--- src/rtl/moving_average_pkg.sv ---
// Shared sizing helpers for the moving-average block: running-sum width,
// fill-counter width and the round-half-up offset.
package moving_average_pkg;

    // Wide enough to hold the exact sum of 2**log2_depth samples.
    function automatic int sum_width(input int data_w, input int log2_depth);
        return data_w + log2_depth;
    endfunction

    function automatic int fill_width(input int log2_depth);
        return log2_depth + 1;
    endfunction

    function automatic int round_offset(input int log2_depth);
        return (log2_depth == 0) ? 0 : (1 << (log2_depth - 1));
    endfunction

endpackage

--- src/rtl/moving_average_ring.sv ---
// Ring buffer of the last DEPTH samples. Exposes the entry about to be
// overwritten so the caller can retire it from its running sum in the same cycle.
module moving_average_ring
    import moving_average_pkg::*;
#(
    parameter int DATA_W     = 8,
    parameter int LOG2_DEPTH = 2
) (
    input  logic                     clk,
    input  logic                     rst,
    input  logic                     clear,
    input  logic                     wr_en,
    input  logic signed [DATA_W-1:0] wr_data,
    output logic signed [DATA_W-1:0] oldest
);
    localparam int DEPTH = 1 << LOG2_DEPTH;
    localparam int PTR_W = (LOG2_DEPTH > 0) ? LOG2_DEPTH : 1;

    logic [PTR_W-1:0]         wr_ptr_reg;
    logic [PTR_W-1:0]         wr_ptr_next;
    logic signed [DATA_W-1:0] slot_bus [DEPTH];

    // Entries are plain registers: every slot must read zero after reset/clear,
    // and the oldest entry is needed combinationally.
    genvar gi;
    generate
        for (gi = 0; gi < DEPTH; gi++) begin : g_slot
            logic signed [DATA_W-1:0] slot_reg;

            always_ff @(posedge clk or posedge rst) begin
                if (rst) begin
                    slot_reg <= '0;
                end else if (clear) begin
                    slot_reg <= '0;
                end else if (wr_en && (wr_ptr_reg == PTR_W'(gi))) begin
                    slot_reg <= wr_data;
                end
            end

            assign slot_bus[gi] = slot_reg;
        end
    endgenerate

    always_comb begin
        wr_ptr_next = wr_ptr_reg + PTR_W'(1);
        if (wr_ptr_reg == PTR_W'(DEPTH - 1)) begin
            wr_ptr_next = '0;
        end
    end

    always_ff @(posedge clk or posedge rst) begin
        if (rst) begin
            wr_ptr_reg <= '0;
        end else if (clear) begin
            wr_ptr_reg <= '0;
        end else if (wr_en) begin
            wr_ptr_reg <= wr_ptr_next;
        end
    end

    assign oldest = slot_bus[wr_ptr_reg];

endmodule

--- src/rtl/moving_average_n.sv ---
// Windowed moving average over the last 2**LOG2_DEPTH signed samples, 1-cycle latency.
// Define MOVING_AVERAGE_N_ROUND_EN for round-half-up instead of floor.
module moving_average_n
    import moving_average_pkg::*;
#(
    parameter int DATA_W     = 8,
    parameter int LOG2_DEPTH = 2
) (
    input  logic                     system1000,
    input  logic                     system1000_rst,
    input  logic                     clear,
    input  logic                     in_valid,
    input  logic signed [DATA_W-1:0] in_data,
    output logic                     out_valid,
    output logic signed [DATA_W-1:0] out_data,
    output logic [LOG2_DEPTH:0]      fill,
    output logic                     primed
);
    localparam int DEPTH  = 1 << LOG2_DEPTH;
    localparam int SUM_W  = sum_width(DATA_W, LOG2_DEPTH);
    localparam int FILL_W = fill_width(LOG2_DEPTH);

    logic                     accept;
    logic signed [DATA_W-1:0] oldest;
    logic signed [SUM_W-1:0]  sum_reg;
    logic signed [SUM_W-1:0]  sum_next;
    logic signed [SUM_W-1:0]  sum_adj;
    logic signed [SUM_W-1:0]  shifted;
    logic signed [DATA_W-1:0] avg;
    logic [FILL_W-1:0]        fill_reg;
    logic                     out_valid_reg;
    logic signed [DATA_W-1:0] out_data_reg;

    // Clear has priority: a sample arriving with clear is dropped.
    assign accept = in_valid && !clear;

    moving_average_ring #(
        .DATA_W     (DATA_W),
        .LOG2_DEPTH (LOG2_DEPTH)
    ) u_ring (
        .clk     (system1000),
        .rst     (system1000_rst),
        .clear   (clear),
        .wr_en   (accept),
        .wr_data (in_data),
        .oldest  (oldest)
    );

    // The window sum always fits SUM_W, so modular intermediate wrap is harmless;
    // the rounding offset also stays below the positive limit.
    always_comb begin
        sum_next = sum_reg + SUM_W'(in_data) - SUM_W'(oldest);
`ifdef MOVING_AVERAGE_N_ROUND_EN
        sum_adj  = sum_next + SUM_W'(round_offset(LOG2_DEPTH));
`else
        sum_adj  = sum_next;
`endif
        shifted  = sum_adj >>> LOG2_DEPTH;
        avg      = shifted[DATA_W-1:0];
    end

    always_ff @(posedge system1000 or posedge system1000_rst) begin
        if (system1000_rst) begin
            sum_reg       <= '0;
            fill_reg      <= '0;
            out_valid_reg <= 1'b0;
            out_data_reg  <= '0;
        end else begin
            out_valid_reg <= accept;
            if (clear) begin
                sum_reg  <= '0;
                fill_reg <= '0;
            end else if (accept) begin
                sum_reg      <= sum_next;
                out_data_reg <= avg;
                if (fill_reg != FILL_W'(DEPTH)) begin
                    fill_reg <= fill_reg + FILL_W'(1);
                end
            end
        end
    end

    assign out_valid = out_valid_reg;
    assign out_data  = out_data_reg;
    assign fill      = fill_reg;
    assign primed    = (fill_reg == FILL_W'(DEPTH));

endmodule

--- config.mk ---
export PLATFORM = sky130hd
export DESIGN_NAME = moving_average_n
export DESIGN_NICKNAME = d
export VERILOG_FILES = /design/src/rtl/moving_average_pkg.sv /design/src/rtl/moving_average_ring.sv /design/src/rtl/moving_average_n.sv
export SDC_FILE = /design/constraint.sdc
export NUM_CORES = 1
export LEC_CHECK = 0
export BUFFER_PORTS_ARGS = -buffer_cell sky130_fd_sc_hd__buf_4
export CORE_MARGIN = 4
export CORE_UTILIZATION = 35
export DETAILED_ROUTE_END_ITERATION = 8
export RECOVER_POWER = 25
export SYNTH_ARGS = -nofsm -noshare
export SYNTH_HDL_FRONTEND = slang
export SYNTH_SLANG_ARGS = --single-unit
export TNS_END_PERCENT = 30
--- constraint.sdc ---
create_clock -name system1000 -period 9.69 [get_ports system1000]
set_input_delay 0.4845 -clock system1000 [delete_from_list [all_inputs] [get_ports system1000]]
set_output_delay 0.4845 -clock system1000 [all_outputs]
set_load 0.03 [all_outputs]
==> impl_metrics.toml, run 1 <==
[die]
fp.dieH_um = 104
io_pins = 25
die_w_um = 104
core_um2 = 8850
die-area_um2 = 10800
initial_core_util_pct = 36.3
rows = 34

[synthesis]
synth_seq_cells = 56
ys_seq_area_share_pct = 43.6
synth-edff-count = 0
synth.cell_area_um2 = 3210
synth_cell_types = 38
synth_common_cells = "dfrtp_1, nand2_1, a21oi_1, inv_1, nand3_1"
yosys_most_used_dff = "dfrtp_1"
synth_warnings = 0
yosysMostFrequentCell = "dfrtp_1"
synth.avg_cell_area_um2 = 9.43
async_flop_share_pct = 100
synthTopCellsByArea = "dfrtp_1, ha_1, a21oi_1"
synth_top_area_share_pct = 43.6
synth_cells = 341
synthesis.nets = 379
yosysTopAreaCell = "dfrtp_1"

[drt]
vias_per_cell = 5.22
post-route-drc-count = 0
first_iter_violations = 190
drt_pass1_iterations = 4
vias = 2424
routed_wl_um = 6950
route.detailed.wl_per_inst_um = 15.0
ant_nets = 0

[hold_path]
worstHoldPathCells = 3
min_path_type = "input port to flip-flop"

[clock_network]
root_buffer = "clkbuf_8"
cts.htree.levels = 2
clk_latency_ps = 310
clk_pin_slew_ps = 100
cts.sinks = 56
cts_tree = "done"
numCtsBuffers = 5
cts_setup_buffers = 0
cts.path.max_buffers = 2
hold_buffers = 0
cts_resized = 0

[setup_path]
r2r_start = "u_ring.wr_ptr_reg[0]$_DFFE_PP0P_"
r2r_setup_slack_ps = 6030
crit_start = "u_ring.wr_ptr_reg[0]$_DFFE_PP0P_"
cp-start-kind = "flip-flop"
path_max_fanout = 13
critPathArrivalTime_ps = 3880
timing.rr.end = "sum_reg[8]$_DFFE_PP0P_"
endpoint_kind = "flip-flop"
r2r_cells = 10
crit_required_ps = 9910
critPathKind = "flip-flop to flip-flop"
endpoint = "sum_reg[8]$_DFFE_PP0P_"

[placement]
place.gp.congestion = 0.828
dp_cells = 456
dp_hpwl_um = 4680
portBuffers = 24

[global_route]
grtUsageMet1_pct = 18.7
grt_overflow_total = 0
grtUsageTotal_pct = 13.6
grt_pass1_vias = 2474
busiest_layer = "met2"
antenna_found_initial = 0
grt_first_pass_wirelength_um = 12200
grtUsageMet2_pct = 22.0
use_met3_pct = 2.74
grt_max_degree = 57

[pwr]
p_clk_share_pct = 16.6
netSwitchingPower_uw = 311
power.internal_uw = 473
irDropWorstVdd_uv = 70.6
p_seq_share_pct = 37.0
power_leakage_uw = 0.00163
p_per_area_nw_per_um2 = 221
power_frac_comb_pct = 46.4
p_sw_share_pct = 39.6

[sta]
fin_setup_tns_ps = 0
hold_viol = 0
tightest_slew_ps = 3070
grt_setup_unrepaired = "no"
fmax_mhz = 273
slew_headroom_pct = -105
setup_violations = 0
layout_min_cycle_time_ps = 3660
fin_worst_skew_ps = 7.90
holdWs_ps = 454
report.final.slew_viol_count = 57
timing.final.crit_share_pct = 37.8

[final_layout]
area_growth_pct = 10.5
nets = 393
fill_cells = 905
antenna_cells = 0
drive_above_1_share_pct = 12.1
largest_register_ffs = 32
instances_no_fill = 464

[status]
outcome = "finished, violations left"
violations = "capacitance limit, slew limit"

[job]
max_cap_viol_count = 1
[worst max-delay path, cell delays in order, from the launching register on]
cell      delay [ps]
dfrtp_1          790
mux4_2           600
fa_1             490
inv_1             40
ha_1             330
nor2b_1          170
o31a_1           260
o21a_1           190
o41a_1           330
xnor2_1          150
a211oi_1         230
[kinds of logic after synthesis]
kind of cell             Yosys count  synth area share (%)
AO/OA/AOI/OAI                     65                  11.6
XOR/XNOR                           7                  1.91
adder cells (fa/ha/maj)           26                  12.2
buffers and inverters             60                  7.05
flip-flops                        56                  43.6
multiplexers                      15                  7.82
AND/OR/NAND/NOR                  112                  15.8
[layout make-up]
type,count,area [um2],share of cell area (%)
multi-input combinational,225,1590,44.6
sequential,56,1400,39.4
timing repair buffer,25,184,5.18
inverter,42,158,4.44
tap,108,135,3.80
clock buffer,6,72.6,2.04
clock inverter,2,16.3,0.458
[per-layer routing]
metal / wire length [um] / vias up
met3: 286 / 8
met5: 0 / -
li1: - / 1166
met2: 3360 / 45
met4: 75 / 0
met1: 3230 / 1205
[power by group through the flow]
stage                     clock network, uW  registers, uW  logic (uW)
after detailed placement                  0            295         365
after CTS                               136            291         366
after global routing                    144            296         411
final                                   130            290         363
after global placement                    0            294         357
after floorplan                           0            324         245
[per-stage QoR]
step / setup WS, ps / util (%) / power, uW / area (um2)
global route: 5800 / 40.2 / 851 / 3550
finish: 6030 / 40.2 / 784 / 3550
floorplan: 6340 / - / 569 / 3210
CTS: 6030 / 40.2 / 793 / 3560
global placement: 6100 / 39.2 / 651 / 3470
detailed placement: 6050 / 39.2 / 660 / 3470
[layout by cell type, fill, tap and decap left out, drive strengths merged, types with 2 or more instances in the layout]
master  count
nand2b      2
clkinv      2
xor2        2
nand3      34
xnor2       5
dfrtp      56
nand4       2
nor2b       4
fa          9
nor3        3
mux4        8
and2        2
nand2      47
a211oi      2
clkbuf      8
ha         17
or3         2
buf        23
o21a        3
nor2       14
inv        41
a21o        3
a21oi      43
mux2i       6
o21ai       8
[worst min-delay path by stage]
stage	startpoint	endpoint	slack, ps
detailed placement	out_data[2]$_DFFE_PP0P_	out_data[2]$_DFFE_PP0P_	470
finish	in_data[6]	u_ring.g_slot[0].slot_reg[6]$_DFFE_PP0P_	450
floorplan	sum_reg[6]$_DFFE_PP0P_	sum_reg[6]$_DFFE_PP0P_	470
global placement	out_data[2]$_DFFE_PP0P_	out_data[2]$_DFFE_PP0P_	460
global route	in_data[6]	u_ring.g_slot[3].slot_reg[6]$_DFFE_PP0P_	440
CTS	system1000_rst	u_ring.g_slot[2].slot_reg[4]$_DFFE_PP0P_	400
(Power assumes the default switching activity.)
==> run 2, diff against run 1 <==
--- a/config.mk
+++ b/config.mk
@@ -5,6 +5,7 @@
 export SDC_FILE = /design/constraint.sdc
 export NUM_CORES = 1
 export LEC_CHECK = 0
+export ABC_AREA = 1
 export BUFFER_PORTS_ARGS = -buffer_cell sky130_fd_sc_hd__buf_4
 export CORE_MARGIN = 4
 export CORE_UTILIZATION = 35
==> constraint.sdc (replaced) <==
create_clock -name system1000 -period 3.1 [get_ports system1000]
set_input_delay 0.155 -clock system1000 [delete_from_list [all_inputs] [get_ports system1000]]
set_output_delay 0.155 -clock system1000 [all_outputs]
set_load 0.03 [all_outputs]
==> impl_metrics.toml, run 2 <==
[drt]
post-route-drc-count = 0
vias_per_cell = 4.80
route.detailed.wl_per_inst_um = 13.7
vias = 2357
first_iter_violations = 164
ant_nets = 0
drt_pass1_iterations = 4
routed_wl_um = 6720

[sta]
fin_worst_skew_ps = 8.84
report.final.slew_viol_count = 0
tightest_slew_ps = 1400
layout_min_cycle_time_ps = 2850
hold_viol = 0
fin_setup_tns_ps = 0
setup_violations = 0
slew_headroom_pct = 6.88
grt_setup_unrepaired = "no"
timing.final.crit_share_pct = 92.0
fmax_mhz = 351

[synthesis]
async_flop_share_pct = 100
synth_cells = 354
synth.cell_area_um2 = 3200
synth_common_cells = "nand2_1, inv_1, dfrtp_1, mux2_2, nor2_1"
synth-edff-count = 0
synth_cell_types = 26
ys_seq_area_share_pct = 43.8
yosysTopAreaCell = "dfrtp_1"
synth.avg_cell_area_um2 = 9.04
synth_top_area_share_pct = 43.8
synthesis.nets = 392
yosysMostFrequentCell = "nand2_1"
synth_warnings = 0
yosys_most_used_dff = "dfrtp_1"
synth_seq_cells = 56
synthTopCellsByArea = "dfrtp_1, mux2_2, nand2_1"

[die]
rows = 34
initial_core_util_pct = 36.3
core_um2 = 8810
die-area_um2 = 10700
fp.dieH_um = 104
io_pins = 25
die_w_um = 104

[global_route]
antenna_found_initial = 0
grtUsageTotal_pct = 13.1
grt_overflow_total = 0
grt_first_pass_wirelength_um = 11600
grt_max_degree = 36
grt_pass1_vias = 2385

[clock_network]
hold_buffers = 0
cts.htree.levels = 2
clk_latency_ps = 310
cts.sinks = 56
cts_tree = "done"
cts_setup_buffers = 0
clk_pin_slew_ps = 100
numCtsBuffers = 5
cts.path.max_buffers = 2
root_buffer = "clkbuf_8"

[setup_path]
timing.rr.end = "sum_reg[8]$_DFFE_PP0P_"
r2r_cells = 14
critPathKind = "flip-flop to flip-flop"
endpoint_kind = "flip-flop"
cp-start-kind = "flip-flop"
crit_required_ps = 3300
r2r_setup_slack_ps = 250
path_max_fanout = 17
critPathArrivalTime_ps = 3060
r2r_start = "u_ring.wr_ptr_reg[0]$_DFFE_PP0P_"

[pwr]
irDropWorstVdd_uv = 262
p_per_area_nw_per_um2 = 792
power_leakage_uw = 0.00191

[final_layout]
fill_cells = 878
antenna_cells = 0
final_common_cell = "nand2_1"
nets = 421
drive_above_1_share_pct = 19.8
largest_register_ffs = 32
area_growth_pct = 13.8
final_cell_mix = "nand2_1, inv_1, dfrtp_1"
utilization_pct = 41.4

[hold_path]
min_path_type = "input port to flip-flop"
min-delay-start = "clear"
min_delay_worst_endpoint = "fill[2]$_DFFE_PP0P_"
worstHoldPathCells = 2

[placement]
portBuffers = 24
dp_hpwl_um = 5080
place.gp.congestion = 0.838

[job]
max_cap_viol_count = 0

[status]
outcome = "finished, final reports clean"
[run 2: what timing repair did]
action / in CTS / in global routing
endpoints found under the hold margin: 0 / 0
gates resized for setup: 0 / 2
endpoints found under the setup margin: 0 / 6
[run 2: final cells by class]
type | count | area, um2 | area share, %
clock inverters | 2 | 60.1 | 1.65
repair buffers | 28 | 210 | 5.77
inverters | 62 | 240 | 6.60
flip-flops and latches | 56 | 1400 | 38.5
multi-input cells | 230 | 1530 | 41.9
well taps | 108 | 135 | 3.71
clock buffers | 5 | 68.8 | 1.89
[run 2: worst max path at each step]
stage | endpoint | slack (ps) | depth (start not counted) | startpoint
global route | sum_reg[9]$_DFFE_PP0P_ | 9 | 13 | u_ring.wr_ptr_reg[0]$_DFFE_PP0P_
global placement | sum_reg[8]$_DFFE_PP0P_ | 250 | 14 | u_ring.wr_ptr_reg[0]$_DFFE_PP0P_
floorplan | out_data[6]$_DFFE_PP0P_ | 420 | 13 | u_ring.wr_ptr_reg[0]$_DFFE_PP0P_
detailed placement | sum_reg[8]$_DFFE_PP0P_ | 210 | 14 | u_ring.wr_ptr_reg[0]$_DFFE_PP0P_
finish | sum_reg[8]$_DFFE_PP0P_ | 250 | 14 | u_ring.wr_ptr_reg[0]$_DFFE_PP0P_
CTS | sum_reg[8]$_DFFE_PP0P_ | 200 | 14 | u_ring.wr_ptr_reg[0]$_DFFE_PP0P_
[run 2: per-stage QoR]
stage	hold slack [ps]	total power, uW	cells	cell area (um2)	setup slack (ps)
final	122	2880	491	3640	249
after global routing	135	3160	491	3640	8.66
after CTS	7.87	2910	491	3640	198
after detailed placement	350	2340	484	3510	213
after global placement	336	2320	484	3510	248
after floorplan	334	2010	354	3200	417
[run 2: cell families (layout without fill, tap and decap cells)]
| family | count (synthesis) | after routing | synth area share [%] |
|---|---|---|---|
| adders and majority gates | 26 | 26 | 12.3 |
| buffers and inverters | 68 | 97 | 8.29 |
| and+or+nand+nor | 128 | 128 | 16.6 |
| AOI/OAI and AO/OA | 43 | 43 | 7.58 |
| muxes | 31 | 31 | 10.9 |
| DFF | 56 | 56 | 43.8 |
| xor gates and xnor gates | 2 | 2 | 0.547 |
[run 2: power by group]
group | internal (uW) | leakage, uW | switching (uW) | total (uW)
sequential | 878 | 0.000723 | 73.1 | 951
combinational | 535 | 0.00112 | 841 | 1380
clock | 318 | 0.0000642 | 238 | 556
[run 2: layer usage]
metal,up-vias,GRT usage (%),share of wire (%)
met5,-,0,0
met4,0,3.23,1.3
met3,6,2.43,2.8
met2,35,21.4,49
met1,1141,18.1,47
li1,1175,-,-
[run 2: critical path, stage by stage, from the launching register on]
cell,delay (ps)
dfrtp_1,420
clkinvlp_4,280
o21ai_0,230
o22ai_1,140
ha_1,290
inv_1,50
ha_1,200
inv_1,70
fa_1,410
o21ai_1,260
nand2_1,120
nand2_1,90
nand2_1,50
nand3_1,90
nand2_1,60
